===== config.mk =====
export PLATFORM = sky130hd
export DESIGN_NAME = reset_seq
export DESIGN_NICKNAME = d
export VERILOG_FILES = /design/src/rtl/reset_seq_pkg.sv /design/src/rtl/key_debounce.sv /design/src/rtl/reset_seq.sv
export SDC_FILE = /design/constraint.sdc
export NUM_CORES = 1
export LEC_CHECK = 0
export CAP_MARGIN = 15
export CORE_MARGIN = 2
export CORE_UTILIZATION = 60
export CTS_BUF_LIST = sky130_fd_sc_hd__clkbuf_4
export CTS_CLUSTER_DIAMETER = 80
export CTS_CLUSTER_SIZE = 30
export DETAILED_ROUTE_END_ITERATION = 16
export PLACE_DENSITY = 0.8
export SKIP_CTS_REPAIR_TIMING = 1
export SLEW_MARGIN = 20
export SYNTH_ARGS = -nofsm -noshare
export SYNTH_HDL_FRONTEND = slang
export SYNTH_SLANG_ARGS = --single-unit

===== constraint.sdc =====
create_clock -name clk -period 4.2 [get_ports clk]
set_input_delay 0.42 -clock clk [delete_from_list [all_inputs] [get_ports clk]]
set_output_delay 0.42 -clock clk [all_outputs]
set_load 0.005 [all_outputs]

===== src/rtl/reset_seq_pkg.sv =====
`default_nettype none
// ============================================================================
//  Module      : reset_seq_pkg
//  Description : Shared types and helpers for the reset sequencer: the
//                sequencer state encoding and the interval-counter width
//                helper used to size the HOLD/GAP counter.
//  Revision    : 1.0 - initial release
// ============================================================================
package reset_seq_pkg;

    // Sequencer states: both resets held, peripherals released, all released.
    typedef enum logic [1:0] {
        HOLD = 2'd0,
        PUP  = 2'd1,
        RUN  = 2'd2
    } seq_state_t;

    // Width of the shared HOLD/GAP interval counter.
    // It is sized for the larger interval and never narrower than one bit,
    // so that intervals of a single cycle still get a legal vector.
    function automatic int cnt_width(input int hold_cycles, input int gap_cycles);
        int longest;
        int width;
        longest = (hold_cycles > gap_cycles) ? hold_cycles : gap_cycles;
        width   = $clog2(longest);
        return (width < 1) ? 1 : width;
    endfunction

endpackage
`default_nettype wire


===== src/rtl/key_debounce.sv =====
`default_nettype none
// ============================================================================
//  Module      : key_debounce
//  Description : Synchronises the asynchronous active-low board button and
//                debounces it. A single-cycle press pulse is produced once the
//                button has been seen low for DEB_CYCLES consecutive cycles.
//                A further press is only accepted after the button has been
//                seen high again.
//  Revision    : 1.0 - initial release
// ============================================================================
module key_debounce #(
    parameter int DEB_CYCLES = 50000
) (
    input  logic clk,
    input  logic rst,
    input  logic key_n,
    output logic press
);

    // Counter must be able to hold DEB_CYCLES itself (saturation value).
    localparam int c_deb_w = $clog2(DEB_CYCLES + 1);
    localparam logic [c_deb_w-1:0] c_deb_max  = c_deb_w'(DEB_CYCLES);
    localparam logic [c_deb_w-1:0] c_deb_last = c_deb_w'(DEB_CYCLES - 1);

    logic                r_key_meta;
    logic                r_key_s;
    logic [c_deb_w-1:0]  r_deb_cnt;
    logic                r_press;

    // Two-flop synchroniser; idles high (button released) out of reset.
    always_ff @(posedge clk) begin
        if (rst) begin
            r_key_meta <= 1'b1;
            r_key_s    <= 1'b1;
        end else begin
            r_key_meta <= key_n;
            r_key_s    <= r_key_meta;
        end
    end

    // Count consecutive low cycles; clear on any high, hold at the limit so
    // a long press cannot wrap around and fire a second time.
    always_ff @(posedge clk) begin
        if (rst) begin
            r_deb_cnt <= '0;
        end else if (r_key_s) begin
            r_deb_cnt <= '0;
        end else if (r_deb_cnt != c_deb_max) begin
            r_deb_cnt <= r_deb_cnt + 1'b1;
        end
    end

    // Press fires on the same edge the counter reaches the limit.
    always_ff @(posedge clk) begin
        if (rst) begin
            r_press <= 1'b0;
        end else begin
            r_press <= ~r_key_s & (r_deb_cnt == c_deb_last);
        end
    end

    assign press = r_press;

endmodule
`default_nettype wire


===== src/rtl/reset_seq.sv =====
`default_nettype none
// ============================================================================
//  Module      : reset_seq
//  Description : Reset sequencer. Merges a software reset request, a
//                debounced push-button and PLL lock loss into one ordered
//                reset sequence: both resets are held for HOLD_CYCLES locked
//                cycles, peripherals are released, and the core follows
//                GAP_CYCLES later. A one-cycle soft_clr pulse acknowledges an
//                accepted software request so the request register can be
//                cleared.
//  Revision    : 1.0 - initial release
// ============================================================================
module reset_seq
    import reset_seq_pkg::*;
#(
    parameter int HOLD_CYCLES = 16,
    parameter int GAP_CYCLES  = 8,
    parameter int DEB_CYCLES  = 50000
) (
    input  logic clk,
    input  logic rst,
    input  logic soft_req,
    input  logic key_n,
    input  logic pll_locked,
    output logic periph_reset,
    output logic core_reset,
    output logic soft_clr,
    output logic seq_busy
);

    localparam int c_cnt_w = cnt_width(HOLD_CYCLES, GAP_CYCLES);
    localparam logic [c_cnt_w-1:0] c_hold_last = c_cnt_w'(HOLD_CYCLES - 1);
    localparam logic [c_cnt_w-1:0] c_gap_last  = c_cnt_w'(GAP_CYCLES - 1);

    // ------------------------------------------------------------------
    // Input conditioning
    // ------------------------------------------------------------------
    logic r_lock_meta;
    logic r_locked_s;
    logic r_soft_q;
    logic w_press;
    logic w_soft_edge;
    logic w_trigger;

    key_debounce #(
        .DEB_CYCLES (DEB_CYCLES)
    ) u_key_debounce (
        .clk   (clk),
        .rst   (rst),
        .key_n (key_n),
        .press (w_press)
    );

    // PLL lock synchroniser; reads as unlocked out of reset so the hold
    // interval never starts before lock has actually been observed.
    always_ff @(posedge clk) begin
        if (rst) begin
            r_lock_meta <= 1'b0;
            r_locked_s  <= 1'b0;
        end else begin
            r_lock_meta <= pll_locked;
            r_locked_s  <= r_lock_meta;
        end
    end

    // Previous soft request level; a request already high after reset is
    // therefore treated as a fresh edge.
    always_ff @(posedge clk) begin
        if (rst) begin
            r_soft_q <= 1'b0;
        end else begin
            r_soft_q <= soft_req;
        end
    end

    assign w_soft_edge = soft_req & ~r_soft_q;

    // Any cause restarts the sequence; coincident causes merge into one.
    assign w_trigger = w_soft_edge | w_press | ~r_locked_s;

    // ------------------------------------------------------------------
    // Sequencer FSM
    // ------------------------------------------------------------------
    seq_state_t          r_state;
    seq_state_t          w_state_next;
    logic [c_cnt_w-1:0]  r_cnt;
    logic [c_cnt_w-1:0]  w_cnt_next;

    // State and interval counter register.
    always_ff @(posedge clk) begin
        if (rst) begin
            r_state <= HOLD;
            r_cnt   <= '0;
        end else begin
            r_state <= w_state_next;
            r_cnt   <= w_cnt_next;
        end
    end

    // Next-state and counter logic. A trigger always wins and restarts HOLD.
    // In HOLD a missing lock is itself a trigger, so the counter only
    // advances while locked.
    always_comb begin
        w_state_next = r_state;
        w_cnt_next   = r_cnt;
        if (w_trigger) begin
            w_state_next = HOLD;
            w_cnt_next   = '0;
        end else begin
            case (r_state)
                HOLD: begin
                    if (r_cnt == c_hold_last) begin
                        w_state_next = PUP;
                        w_cnt_next   = '0;
                    end else begin
                        w_cnt_next   = r_cnt + 1'b1;
                    end
                end
                PUP: begin
                    if (r_cnt == c_gap_last) begin
                        w_state_next = RUN;
                        w_cnt_next   = '0;
                    end else begin
                        w_cnt_next   = r_cnt + 1'b1;
                    end
                end
                RUN: begin
                    w_state_next = RUN;
                    w_cnt_next   = '0;
                end
                default: begin
                    w_state_next = HOLD;
                    w_cnt_next   = '0;
                end
            endcase
        end
    end

    // ------------------------------------------------------------------
    // Outputs
    // ------------------------------------------------------------------
    logic r_periph_reset;
    logic r_core_reset;
    logic r_seq_busy;
    logic r_soft_clr;

    // Output flops are loaded with the decode of the next state, so they
    // always equal the decode of the state register while staying free of
    // any combinational path from the inputs.
    always_ff @(posedge clk) begin
        if (rst) begin
            r_periph_reset <= 1'b1;
            r_core_reset   <= 1'b1;
            r_seq_busy     <= 1'b1;
            r_soft_clr     <= 1'b0;
        end else begin
            r_periph_reset <= (w_state_next == HOLD);
            r_core_reset   <= (w_state_next != RUN);
            r_seq_busy     <= (w_state_next != RUN);
            r_soft_clr     <= w_soft_edge;
        end
    end

    assign periph_reset = r_periph_reset;
    assign core_reset   = r_core_reset;
    assign seq_busy     = r_seq_busy;
    assign soft_clr     = r_soft_clr;

endmodule
`default_nettype wire

=== Word-level counts from Yosys, hierarchy flattened ===
Cells that the tools add are included.

* Word-level logic and storage cells: 39
* Register bits: 31
* Input bits: 5

* Reduce and logical (&&, ||, !) cells: 4
* Equality and inequality tests: 7
* Add/sub/neg operators: 2
* Mux-type cells: 7
* Bitwise gates (word level): 7

{| class="wikitable"
|+ Operators with widths
! kind !! count
|-
| 16-bit by 1-bit adder with 16-bit output, second input constant || 1
|-
| 16-bit equality test, second input constant || 1
|-
| 16-bit != test, second input constant || 1
|-
| 4-bit 2-to-1 mux || 2
|-
| 4-bit case mux with 2 select lines || 1
|-
| 2-bit 2-to-1 mux || 3
|-
| 2-bit case mux with 3 select lines || 1
|-
| 4-bit by 1-bit adder with 4-bit output, second input constant || 1
|-
| 4-bit by 3-bit equality test with 1-bit output, second input constant || 1
|-
| 4-bit equality test, second input constant || 1
|-
| 2-bit zero test || 2
|-
| 2-bit OR reduction || 2
|-
| 1-bit inverter || 3
|-
| 1-bit AND || 2
|-
| 2-bit by 1-bit equality test with 1-bit output, second input constant || 1
|-
| 2-bit equality test, second input constant || 1
|-
| 2-bit != test, second input constant || 1
|-
| 1-bit OR || 2
|}

=== Logic depth before layout (Yosys ltp) ===
* Depth after elaboration: 6
* Gate-level depth with buffers: 6
* Mapped depth without buffers: 6

=== By module ===
A second synthesis with hierarchy kept.

* Cells, all modules: 142
* Area total of the unflattened synthesis: 1,332.5 um^2

{| class="wikitable"
|+ By module, submodules not included
! module !! sequential area each (um^2) !! area an instance (um^2) !! times used !! cells each
|-
| key_debounce || 380.4 || 860.8 || 1 || 96
|-
| reset_seq || 240.2 || 471.7 || 1 || 46
|}

=== Worst setup path before layout ===
OpenSTA, ideal clock, no wires.

* Path type: register -> register
* From: reg u_key_debounce.r_deb_cnt[0]
* To: reg u_key_debounce.r_deb_cnt[0]
* Data required time: 4.079 ns
* Cell stages (with the launch flop): 6
* Path slack: 2.873 ns
* Path buffers: 0
* Arrival time: 1.206 ns
* Cells stage by stage: dfxtp_1 inv_1 ha_1 nor4bb_1 nand4_1 mux2_2

* Longest elaborated chain between the ends: 1
* Elaborated cells between the ends (all ways): 2
* Classes of those cells: 1 x add/sub; 1 x eq/ne

{| class="wikitable"
|+ Ends and longest elaborated chain
! item !! line !! text
|-
| from (decl) || key_debounce.sv:27 || <nowiki>logic [c_deb_w-1:0] r_deb_cnt;</nowiki>
|-
| from (signal assigned) || key_debounce.sv:49 || <nowiki>r_deb_cnt <= r_deb_cnt + 1'b1;</nowiki>
|-
| 16-bit by 1-bit adder with 16-bit output or 16-bit != test (tied branches) || key_debounce.sv:49, key_debounce.sv:48 ||
|}

Parallel ways exist; a longest one is shown, timed or not.
A chain may end at the register's enable or synchronous reset.

==> flow_metrics.tcl <==
set metrics [dict create \
    ff_latch_area_um2 621 \
    grt.overflow.total 0 \
    dieArea_um2 2600 \
    synth_seq_cells 31 \
    syn_nets 153 \
    synthCells 145 \
    multi_input_area_um2 653 \
    path_buf_inv 1 \
    ys_top_cells_by_area "dfxtp_1 47%, nor2_1 5.9%, xnor2_1 5.3%" \
    numPortBuffers 8 \
    ant_nets 0 \
    antenna_found_initial 0 \
    ys_top_cells_by_count "31 x dfxtp_1, 21 x nor2_1, 9 x nand2_1" \
    ys_seq_area_share_pct 46.8 \
    grt_max_degree 19 \
    clk_path_buf_depth 2 \
    fin_crit_sh_pct 37.5 \
    netlist_area_um2 1330 \
    min_from "u_key_debounce.r_key_meta" \
    diodes 0 \
    place_congestion 0.806 \
    initial_core_util_pct 61.7 \
    root_buffer "clkbuf_4" \
    io_pins 9 \
    syn_avg_cell_area_um2 9.14 \
    setup_viol 0 \
    grt_pass1_wl_um 4060 \
    maxCapViolations 0 \
    utilization_pct 68.1 \
    arrival_ns 1.15 \
    holdPathStages 1 \
    crit_required_ns 3.78 \
    rsz0062_at_grt "false" \
    powerDensity_nw_per_um2 323 \
    path_clk_slew_ns 0.09 \
    ys.flop_type "dfxtp_1" \
    insertion_delay_ns 0.33 \
    ff2ff_setup_slack_ns 2.65 \
    crit_slowest_cell "clkdlybuf4s50_1" \
    crit_family "buffers and inverters" \
    leakage_nw 0.485 \
    synth.most_common_cell "dfxtp_1" \
    r2r-end "u_key_debounce.r_deb_cnt[0]" \
    path_class "reg2out" \
    crit_path_max_fanout 2 \
    wirelength_um 2250 \
    final_nets 163 \
    ff2ff_path_depth 5 \
    hold_viol 0 \
    status "complete, no violations" \
    crit_path_cell_trace "clkdlybuf4s50_1" \
    syn_to_final_growth_pct 10.5 \
    relSlewSlack_pct 72.8 \
    core_um2 2150 \
    clock_sinks 31 \
    htreeDepth 2 \
    synth.distinct_cells 32 \
    track_usage_pct 21.7 \
    fillers 190 \
    synth-edff-count 0 \
    fp.dieW_um 51.0 \
    cts_tree "built" \
    crit_path_end_kind "output pin" \
    fmax_mhz 635 \
    r2r-start "u_key_debounce.r_deb_cnt[0]" \
    dp_hpwl_um 1590 \
    first_pass_iters 4 \
    fin_worst_skew_ns 0.00548 \
    vdd_drop_max_uv 283 \
    worstMarginPinSlew_ns 0.403 \
    wl_per_cell_um 12.2 \
    yosysTopAreaCellShare_pct 46.8 \
    start_kind "register" \
    yosys.area.top_type "dfxtp_1" \
    placementRows 17 \
    final_layout_size_suffix_gt1_share_pct 7.69 \
    vias 1025 \
    cpPeakStageDelay_ns 0.50 \
    die_h_um 51.0 \
    vias_per_cell 5.57 \
    finalSetupTns_ns 0 \
    holdPathEnd "u_key_debounce.r_key_s" \
    async_flop_share_pct 0 \
    yosys_warnings 0 \
    hold_path.class "reg2reg" \
    first_global_vias 1014 \
    slew_viol_final 0 \
    cts-buffers-inserted 5 \
    dr.first_iter.drc_count 13 \
    drc 0 \
    timing.final.crit_period_ns 1.57 \
]
-- cell families (layout without fill, tap and decap cells) --
family	after synthesis	count (layout)	share of synthesized area [%]
and+or+nand+nor	74	74	31.2
DFF	31	31	46.8
xor gates and xnor gates	15	15	9.92
buffers and inverters	11	22	3.87
AOI/OAI and AO/OA	10	10	4.53
adders and majority gates	3	3	2.83
muxes	1	1	0.850
-- power by group --
part | switching [mW] | total (mW) | leakage, nW | internal, mW
sequential | 0.00140 | 0.298 | 0.251 | 0.297
clock | 0.0946 | 0.163 | 0.0307 | 0.0683
combinational | 0.00467 | 0.0117 | 0.203 | 0.00704
-- cell usage in the layout (no fill, tap or decap), drive strengths merged, types with 5 or more instances in the layout --
master	n
clkbuf	6
clkdlybuf4s50	8
dfxtp	31
inv	6
nand2	9
nand3	6
nand4	8
nor2	21
nor2b	5
xnor2	8
xor2	7
-- final cells by class --
| cell class | count | area share [%] |
|---|---|---|
| clock inverters | 2 | 0.513 |
| multi-input cells | 103 | 44.6 |
| flip-flops and latches | 31 | 42.4 |
| repair buffers | 8 | 5.47 |
| clock buffers | 6 | 3.08 |
| inverters | 6 | 1.54 |
| well taps | 28 | 2.39 |
-- registers in the layout, summed over array words and instances, names as in the netlist --
| register | count |
|---|---|
| u_key_debounce.r_deb_cnt | 16 |
| r_cnt | 4 |
| r_state | 2 |
| periph_reset | 1 |
| r_lock_meta | 1 |
| r_locked_s | 1 |
| r_soft_q | 1 |
| seq_busy | 1 |
| soft_clr | 1 |
| u_key_debounce.press | 1 |
| u_key_debounce.r_key_meta | 1 |
| u_key_debounce.r_key_s | 1 |
-- worst max-delay path by stage --
| stage | start | end | slack (ns) | depth (start not counted) |
|---|---|---|---|---|
| 2_1_floorplan | u_key_debounce.r_deb_cnt[0] | u_key_debounce.r_deb_cnt[0] | 2.87 | 5 |
| 3_3_place_gp | rst | u_key_debounce.r_deb_cnt[0] | 2.39 | 4 |
| 3_5_place_dp | rst | u_key_debounce.r_deb_cnt[1] | 2.33 | 3 |
| 4_1_cts | seq_busy | core_reset | 2.60 | 1 |
| 5_1_grt | u_key_debounce.r_deb_cnt[11] | u_key_debounce.r_deb_cnt[0] | 2.49 | 3 |
| 6_report | seq_busy | core_reset | 2.63 | 1 |
-- routing by layer --
metal,global-route usage (%),part of all wire [%],vias to the layer above
met2,36.6,48,16
met3,9.65,4.4,7
met1,22.6,45,475
li1,-,-,527
met4,11.3,2.2,0
met5,0,0,-
-- through the flow --
stage	instances	power, mW	hold slack, ns	cell area (um2)	setup slack (ns)
floorplan	145	0.311	0.389	1330	2.87
global route	184	0.494	0.439	1460	2.49
detailed placement	176	0.317	0.404	1410	2.33
finish	184	0.473	0.422	1460	2.63
CTS	184	0.481	0.427	1460	2.60
global placement	176	0.317	0.394	1410	2.39
Note: power is estimated with default switching activity, not from simulation.
